## src/rtl/as2650_uart_pkg.sv

```systemverilog
// rtl/as2650_uart_pkg.sv - shared constants, state type and divider clamp for the as2650 UART
package as2650_uart_pkg;

    localparam logic [1:0] ADDR_DATA   = 2'd0;
    localparam logic [1:0] ADDR_STATUS = 2'd1;
    localparam logic [1:0] ADDR_DIV_LO = 2'd2;
    localparam logic [1:0] ADDR_DIV_HI = 2'd3;

    localparam int ST_TX_FULL    = 0;
    localparam int ST_TX_EMPTY   = 1;
    localparam int ST_RX_VALID   = 2;
    localparam int ST_RX_OVERRUN = 3;
    localparam int ST_FRAME_ERR  = 4;

    localparam logic [15:0] DIV_MIN = 16'd2;

    typedef enum logic [1:0] {IDLE, START, DATA, STOP} uart_state_t;

    function automatic logic [15:0] clamp_div(input logic [15:0] d);
        return (d < DIV_MIN) ? DIV_MIN : d;
    endfunction

endpackage

```

## src/rtl/as2650_uart_fifo.sv

```systemverilog
// rtl/as2650_uart_fifo.sv - synchronous FIFO, extra pointer bit separates full from empty
module as2650_uart_fifo #(
    parameter int DEPTH = 4,
    parameter int WIDTH = 8
) (
    input  logic             clk,
    input  logic             rst_n,
    input  logic             push,
    input  logic [WIDTH-1:0] din,
    input  logic             pop,
    output logic [WIDTH-1:0] dout,
    output logic             full,
    output logic             empty
);

    localparam int AW = $clog2(DEPTH);

    logic [AW:0]      wr_ptr;
    logic [AW:0]      rd_ptr;
    logic [WIDTH-1:0] mem [DEPTH];
    logic             do_push;
    logic             do_pop;

    assign empty   = (wr_ptr == rd_ptr);
    assign full    = (wr_ptr[AW] != rd_ptr[AW]) && (wr_ptr[AW-1:0] == rd_ptr[AW-1:0]);
    // A pop in the same cycle frees the slot, so a push at full still lands.
    assign do_push = push && (!full || pop);
    assign do_pop  = pop && !empty;
    assign dout    = mem[rd_ptr[AW-1:0]];

    always_ff @(posedge clk or negedge rst_n) begin
        if (!rst_n) begin
            wr_ptr <= '0;
            rd_ptr <= '0;
        end else begin
            if (do_push) wr_ptr <= wr_ptr + 1'b1;
            if (do_pop)  rd_ptr <= rd_ptr + 1'b1;
        end
    end

    always_ff @(posedge clk) begin
        if (do_push) mem[wr_ptr[AW-1:0]] <= din;
    end

endmodule

```

## src/rtl/as2650_uart.sv

```systemverilog
// rtl/as2650_uart.sv - 8N1 UART on the as2650 I/O bus: TX FIFO, RX holding register, level irq
module as2650_uart
    import as2650_uart_pkg::*;
#(
    parameter int          FIFO_DEPTH = 4,
    parameter logic [15:0] DIV_RST    = 16'd103
) (
    input  logic       wb_clk_i,
    input  logic       rst_n,
    input  logic [1:0] bus_addr,
    input  logic [7:0] bus_wdata,
    input  logic       bus_we,
    input  logic       bus_re,
    output logic [7:0] bus_rdata,
    input  logic       rx_i,
    output logic       tx_o,
    output logic       tx_oeb,
    output logic       irq
);

    logic [15:0] div_q;
    logic [15:0] eff_div;
    logic        rd_en, data_rd, stat_rd, fifo_push;
    logic        fifo_full, fifo_empty, tx_pop;
    logic [7:0]  fifo_dout;

    assign eff_div   = clamp_div(div_q);
    assign rd_en     = bus_re && !bus_we;
    assign data_rd   = rd_en && (bus_addr == ADDR_DATA);
    assign stat_rd   = rd_en && (bus_addr == ADDR_STATUS);
    assign fifo_push = bus_we && (bus_addr == ADDR_DATA);
    assign tx_oeb    = 1'b0;

    always_ff @(posedge wb_clk_i or negedge rst_n) begin
        if (!rst_n) begin
            div_q <= DIV_RST;
        end else if (bus_we) begin
            if (bus_addr == ADDR_DIV_LO) div_q[7:0]  <= bus_wdata;
            if (bus_addr == ADDR_DIV_HI) div_q[15:8] <= bus_wdata;
        end
    end

    as2650_uart_fifo #(.DEPTH(FIFO_DEPTH), .WIDTH(8)) u_tx_fifo (
        .clk   (wb_clk_i),
        .rst_n (rst_n),
        .push  (fifo_push),
        .din   (bus_wdata),
        .pop   (tx_pop),
        .dout  (fifo_dout),
        .full  (fifo_full),
        .empty (fifo_empty)
    );

    // Each bit runs from cnt 0 to lim; lim is relatched at every bit boundary.
    uart_state_t tx_state, tx_state_n;
    logic [15:0] tx_cnt, tx_cnt_n, tx_lim, tx_lim_n;
    logic [2:0]  tx_bit, tx_bit_n;
    logic [7:0]  tx_shift, tx_shift_n;
    logic        tx_tick, tx_line, tx_empty;

    assign tx_tick  = (tx_cnt == tx_lim);
    assign tx_empty = fifo_empty && (tx_state == IDLE);
    assign tx_line  = (tx_state == START) ? 1'b0 : (tx_state == DATA) ? tx_shift[0] : 1'b1;

    always_comb begin
        tx_state_n = tx_state;
        tx_cnt_n   = tx_cnt + 16'd1;
        tx_lim_n   = tx_lim;
        tx_bit_n   = tx_bit;
        tx_shift_n = tx_shift;
        tx_pop     = 1'b0;
        case (tx_state)
            IDLE: begin
                tx_cnt_n = '0;
                if (!fifo_empty) begin
                    tx_pop     = 1'b1;
                    tx_state_n = START;
                    tx_shift_n = fifo_dout;
                    tx_lim_n   = eff_div;
                end
            end
            START: if (tx_tick) begin
                tx_state_n = DATA;
                tx_cnt_n   = '0;
                tx_lim_n   = eff_div;
                tx_bit_n   = '0;
            end
            DATA: if (tx_tick) begin
                tx_cnt_n   = '0;
                tx_lim_n   = eff_div;
                tx_shift_n = {1'b0, tx_shift[7:1]};
                if (tx_bit == 3'd7) tx_state_n = STOP;
                else                tx_bit_n   = tx_bit + 3'd1;
            end
            STOP: if (tx_tick) begin
                tx_cnt_n = '0;
                tx_lim_n = eff_div;
                if (!fifo_empty) begin
                    tx_pop     = 1'b1;
                    tx_state_n = START;
                    tx_shift_n = fifo_dout;
                end else begin
                    tx_state_n = IDLE;
                end
            end
            default: tx_state_n = IDLE;
        endcase
    end

    always_ff @(posedge wb_clk_i or negedge rst_n) begin
        if (!rst_n) begin
            tx_state <= IDLE;
            tx_cnt   <= '0;
            tx_lim   <= DIV_MIN;
            tx_bit   <= '0;
            tx_shift <= '0;
            tx_o     <= 1'b1;
        end else begin
            tx_state <= tx_state_n;
            tx_cnt   <= tx_cnt_n;
            tx_lim   <= tx_lim_n;
            tx_bit   <= tx_bit_n;
            tx_shift <= tx_shift_n;
            tx_o     <= tx_line;
        end
    end

    uart_state_t rx_state, rx_state_n;
    logic [15:0] rx_cnt, rx_cnt_n, rx_lim, rx_lim_n;
    logic [16:0] rx_half;
    logic [2:0]  rx_bit, rx_bit_n;
    logic [7:0]  rx_shift, rx_shift_n, rx_data;
    logic        rx_s1, rx_s2, rx_prev, rx_tick;
    logic        rx_load, rx_load_n, rx_ferr, rx_ferr_n;
    logic        rx_valid, rx_overrun, frame_err;

    assign rx_tick = (rx_cnt == rx_lim);
    assign rx_half = ({1'b0, rx_lim} + 17'd1) >> 1;

    always_comb begin
        rx_state_n = rx_state;
        rx_cnt_n   = rx_cnt + 16'd1;
        rx_lim_n   = rx_lim;
        rx_bit_n   = rx_bit;
        rx_shift_n = rx_shift;
        rx_load_n  = 1'b0;
        rx_ferr_n  = 1'b0;
        case (rx_state)
            IDLE: begin
                rx_cnt_n = '0;
                if (rx_prev && !rx_s2) begin
                    rx_state_n = START;
                    rx_lim_n   = eff_div;
                end
            end
            START: if ({1'b0, rx_cnt} == rx_half) begin
                rx_cnt_n   = '0;
                rx_lim_n   = eff_div;
                rx_bit_n   = '0;
                rx_state_n = rx_s2 ? IDLE : DATA;
            end
            DATA: if (rx_tick) begin
                rx_cnt_n   = '0;
                rx_lim_n   = eff_div;
                rx_shift_n = {rx_s2, rx_shift[7:1]};
                if (rx_bit == 3'd7) rx_state_n = STOP;
                else                rx_bit_n   = rx_bit + 3'd1;
            end
            STOP: if (rx_tick) begin
                rx_state_n = IDLE;
                rx_load_n  = rx_s2;
                rx_ferr_n  = !rx_s2;
            end
            default: rx_state_n = IDLE;
        endcase
    end

    always_ff @(posedge wb_clk_i or negedge rst_n) begin
        if (!rst_n) begin
            rx_s1    <= 1'b1;
            rx_s2    <= 1'b1;
            rx_prev  <= 1'b1;
            rx_state <= IDLE;
            rx_cnt   <= '0;
            rx_lim   <= DIV_MIN;
            rx_bit   <= '0;
            rx_shift <= '0;
            rx_load  <= 1'b0;
            rx_ferr  <= 1'b0;
        end else begin
            rx_s1    <= rx_i;
            rx_s2    <= rx_s1;
            rx_prev  <= rx_s2;
            rx_state <= rx_state_n;
            rx_cnt   <= rx_cnt_n;
            rx_lim   <= rx_lim_n;
            rx_bit   <= rx_bit_n;
            rx_shift <= rx_shift_n;
            rx_load  <= rx_load_n;
            rx_ferr  <= rx_ferr_n;
        end
    end

    // A DATA read coinciding with a load returns the old byte, then the new one lands without overrun.
    always_ff @(posedge wb_clk_i or negedge rst_n) begin
        if (!rst_n) begin
            rx_data    <= '0;
            rx_valid   <= 1'b0;
            rx_overrun <= 1'b0;
            frame_err  <= 1'b0;
        end else begin
            if (rx_load && (!rx_valid || data_rd)) rx_data <= rx_shift;
            rx_valid   <= rx_load || (rx_valid && !data_rd);
            rx_overrun <= (rx_load && rx_valid && !data_rd) || (rx_overrun && !stat_rd);
            frame_err  <= rx_ferr || (frame_err && !stat_rd);
        end
    end

    assign irq = rx_valid;

    logic [7:0] status_byte;
    always_comb begin
        status_byte                = '0;
        status_byte[ST_TX_FULL]    = fifo_full;
        status_byte[ST_TX_EMPTY]   = tx_empty;
        status_byte[ST_RX_VALID]   = rx_valid;
        status_byte[ST_RX_OVERRUN] = rx_overrun;
        status_byte[ST_FRAME_ERR]  = frame_err;
    end

    always_ff @(posedge wb_clk_i or negedge rst_n) begin
        if (!rst_n) begin
            bus_rdata <= '0;
        end else if (rd_en) begin
            case (bus_addr)
                ADDR_DATA:   bus_rdata <= rx_data;
                ADDR_STATUS: bus_rdata <= status_byte;
                ADDR_DIV_LO: bus_rdata <= div_q[7:0];
                ADDR_DIV_HI: bus_rdata <= div_q[15:8];
                default:     bus_rdata <= '0;
            endcase
        end
    end

endmodule

```

## config.mk

```make
export PLATFORM = sky130hd
export DESIGN_NAME = as2650_uart
export DESIGN_NICKNAME = d
export VERILOG_FILES = /design/src/rtl/as2650_uart_pkg.sv /design/src/rtl/as2650_uart_fifo.sv /design/src/rtl/as2650_uart.sv
export SDC_FILE = /design/constraint.sdc
export NUM_CORES = 1
export LEC_CHECK = 0
export CAP_MARGIN = 25
export CORE_MARGIN = 1
export CORE_UTILIZATION = 45
export CTS_BUF_LIST = sky130_fd_sc_hd__clkbuf_8
export DETAILED_ROUTE_END_ITERATION = 8
export PLACE_DENSITY = 0.63
export SETUP_SLACK_MARGIN = 0.5
export SYNTH_ARGS = -nofsm -noshare
export SYNTH_HDL_FRONTEND = slang
export SYNTH_SLANG_ARGS = --single-unit
```

## constraint.sdc

```tcl
create_clock -name wb_clk_i -period 2.67 [get_ports wb_clk_i]
set_input_delay 0.534 -clock wb_clk_i [delete_from_list [all_inputs] [get_ports wb_clk_i]]
set_output_delay 0.534 -clock wb_clk_i [all_outputs]
set_load 0.1 [all_outputs]
```

==> flow_metrics.tcl <==
set metrics [dict create \
    core_sq_um 19700 \
    crit_chain "and4_4 > nand2_4 > buf_4 > nor2_1 > xnor2_1 > or4_4 > o31ai_4 > buf_4 > buf_12 > a211oi_1" \
    cp-start-kind "flip-flop" \
    p_per_area_nw_per_um2 945 \
    drc 0 \
    intPower_mw 6.25 \
    leakagePower_nw 4.72 \
    tightestPinTransition_ns 0.847 \
    worstPathRequired_ns 3.01 \
    place_congestion 0.847 \
    p_sw_share_pct 40.5 \
    fin_util_pct 56.6 \
    cpMostUsedCell "buf_4" \
    r2r_cells 10 \
    placed_cell_area_sq_um 10100 \
    cts_htree_levels 4 \
    cts.sinks 169 \
    tritoncts "done" \
    synth_edf_count 32 \
    rsz0062_at_grt "yes" \
    cts_made_buffers 17 \
    maxCapViolCount 0 \
    yosys.area.top_type_share_pct 34.6 \
    fin_cells 1169 \
    async_flop_share_pct 81.1 \
    relSlewSlack_pct 43.4 \
    slew_violations 0 \
    nets 924 \
    avgSynthCellArea_sq_um 11.3 \
    drive_above_1_share_pct 34.4 \
    period_minus_slack_ns 2.73 \
    fin_skew_ns 0.0186 \
    final_area_sq_um 11100 \
    p_clk_share_pct 17.8 \
    clkTransAtPathRegs_ns 0.10 \
    ioPinCount 26 \
    seq_power_share_pct 36.4 \
    seq_area_frac_synth_pct 48.4 \
    rows 51 \
    fp.dieW_um 144 \
    power_mw 10.5 \
    path_class "flip-flop to flip-flop" \
    cp.arrival_ns 3.07 \
    portBuffers 24 \
    netlist-cell-type-count 64 \
    hold_path_class "flip-flop to flip-flop" \
    dr.pass1.iters 5 \
    syn_area_sq_um 9100 \
    p_comb_share_pct 45.8 \
    setup_viol 22 \
    holdPathStages 0 \
    clock_latency_ns 0.47 \
    end_kind "flip-flop" \
    yosysMostFrequentCell "dfrtp_1" \
    grt_usage_pct 23.1 \
    vdd_drop_max_mv 0.505 \
    die_h_um 144 \
    status "finished with violations" \
    grt_pass1_wl_um 36200 \
    overflow 0 \
    synth_commonest_cells "dfrtp_1 (126), mux2_2 (70), xnor2_1 (61)" \
    fmaxAchievable_ghz 0.366 \
    failed_checks "negative setup slack" \
    vias 6801 \
    fin_crit_sh_pct 102 \
    tns_ns -0.829 \
    yosys_most_used_dff "dfrtp_1" \
    yosys_warnings 0 \
    dp_slack_ns -0.185 \
    ant_nets 0 \
    grt_pass1_vias 6925 \
    drt-total-wl_um 23200 \
    syn_to_final_growth_pct 22.3 \
    fin_ws_ns -0.0592 \
    critPathMaxFanout 9 \
    diodes 0 \
    cp_slowest_cell "or4_4" \
    avgViaCountPerCell 5.82 \
    syn_inst 806 \
    first_iter_violations 528 \
    dieArea_sq_um 20800 \
    hold_viol 0 \
    start_util_pct 46.3 \
    power.switching_mw 4.26 \
    synth_area_leaders "dfrtp_1 (35%), edfxtp_1 (11%), mux2_2 (8.7%)" \
    dpl.hpwl_um 15800 \
    hold_ws_ns 0.363 \
    synth_top_area_cell "dfrtp_1" \
    grt_max_degree 91 \
    synth_nets 839 \
    synth_seq_cells 169 \
    crit_path_max_incr_delay_ns 0.62 \
    clock_path_buffers 2 \
    clockRootBuffer "clkbuf_8" \
    dp_cells 1115 \
    antenna_found_initial 0 \
    wl_per_cell_um 19.9 \
]
## flip-flops by register name, summed over array words and instances (netlist names), 16 cells and up, named ones only
register       cells
rx_lim            16
tx_cnt            16
div_q             16
u_tx_fifo.mem     32
rx_cnt            16
tx_lim            16
## path summary, 6_finish.rpt
check | slack, ns | start | to
worst max-delay path | -0.06 | rx_lim[1] | rx_cnt[6]
worst min-delay path | 0.36 | rx_s1 | rx_s2
worst max register to register | -0.06 | rx_lim[1] | rx_cnt[6]
worst min register to register | 0.36 | rx_s1 | rx_s2
max in group asynchronous | 1.44 | rst_n | rx_lim[0]
min in group asynchronous | 0.46 | rst_n | rx_cnt[6]
## worst max-delay path, delay by kind of cell (launching register included)
kind	cells	cell delay [ns]
compound gates	2	0.32
xor+xnor	1	0.14
buf+inv	3	0.44
flops	1	0.59
simple gates	4	1.12
## area by class of cell
type / instances / area [sq um]
repair buffers: 124 / 1110
clock inverters: 14 / 153
inverters: 23 / 86.3
well taps: 265 / 332
fillers: 1668 / 8520
flip-flops and latches: 169 / 4410
clock buffers: 18 / 248
multi-input cells: 556 / 4800
## repair_timing
item                                    CTS  global route
pin swaps                                 2            35
endpoints found under the setup margin   48           102
hold buffers                              1             0
endpoints found under the hold margin    12             0
gates cloned                              2             0
resized for setup                        32            60
setup buffers                            10             9
## power groups by stage
stage / registers [mW] / logic (mW) / clock network, mW
floorplan: 3.84 / 2.99 / 0
global placement: 3.81 / 4.07 / 0
detailed placement: 3.84 / 4.23 / 0
CTS: 3.79 / 4.45 / 1.91
global route: 3.88 / 5.22 / 2.02
finish: 3.83 / 4.82 / 1.87
## kinds of logic (layout without fill, tap and decap cells)
group / count (synthesis) / after routing / share of synthesized area (%)
xor+xnor: 84 / 84 / 8.08
mux: 94 / 94 / 13.1
buf+inv: 82 / 179 / 4.18
compound gates: 133 / 133 / 11.1
other cells: 1 / 1 / 0.0412
fa+ha+maj: 18 / 18 / 2.47
simple gates: 225 / 226 / 12.7
flops: 169 / 169 / 48.4
## layer usage
metal / up-vias / routed length, um / share of wire (%) / track usage, %
met3: 41 / 970 / 4.2 / 5.13
met5: - / 0 / 0 / 0
met2: 162 / 11800 / 51 / 39.3
li1: 3133 / - / - / -
met1: 3465 / 9850 / 42 / 28.3
met4: 0 / 556 / 2.4 / 9.70
## layout by cell type, fill, tap and decap left out, types with 5 or more instances in the layout
cell,count
a211oi_2,13
a21oi_1,11
a21oi_2,5
a221o_1,15
and3_1,11
buf_12,5
buf_4,88
buf_6,16
clkbuf_8,18
clkdlybuf4s50_1,13
dfrtp_1,121
dfrtp_2,5
dfstp_2,11
edfxtp_1,32
ha_1,17
inv_1,24
inv_6,5
mux2_2,66
mux2i_1,10
mux4_2,13
nand2_1,42
nand3_1,43
nand4_1,32
nor2_1,41
nor2_4,5
nor2b_1,5
nor3_1,5
o21ai_0,35
o311ai_2,5
o311ai_4,7
xnor2_1,60
xor2_1,22
Note: power is estimated with default switching activity, not from simulation.
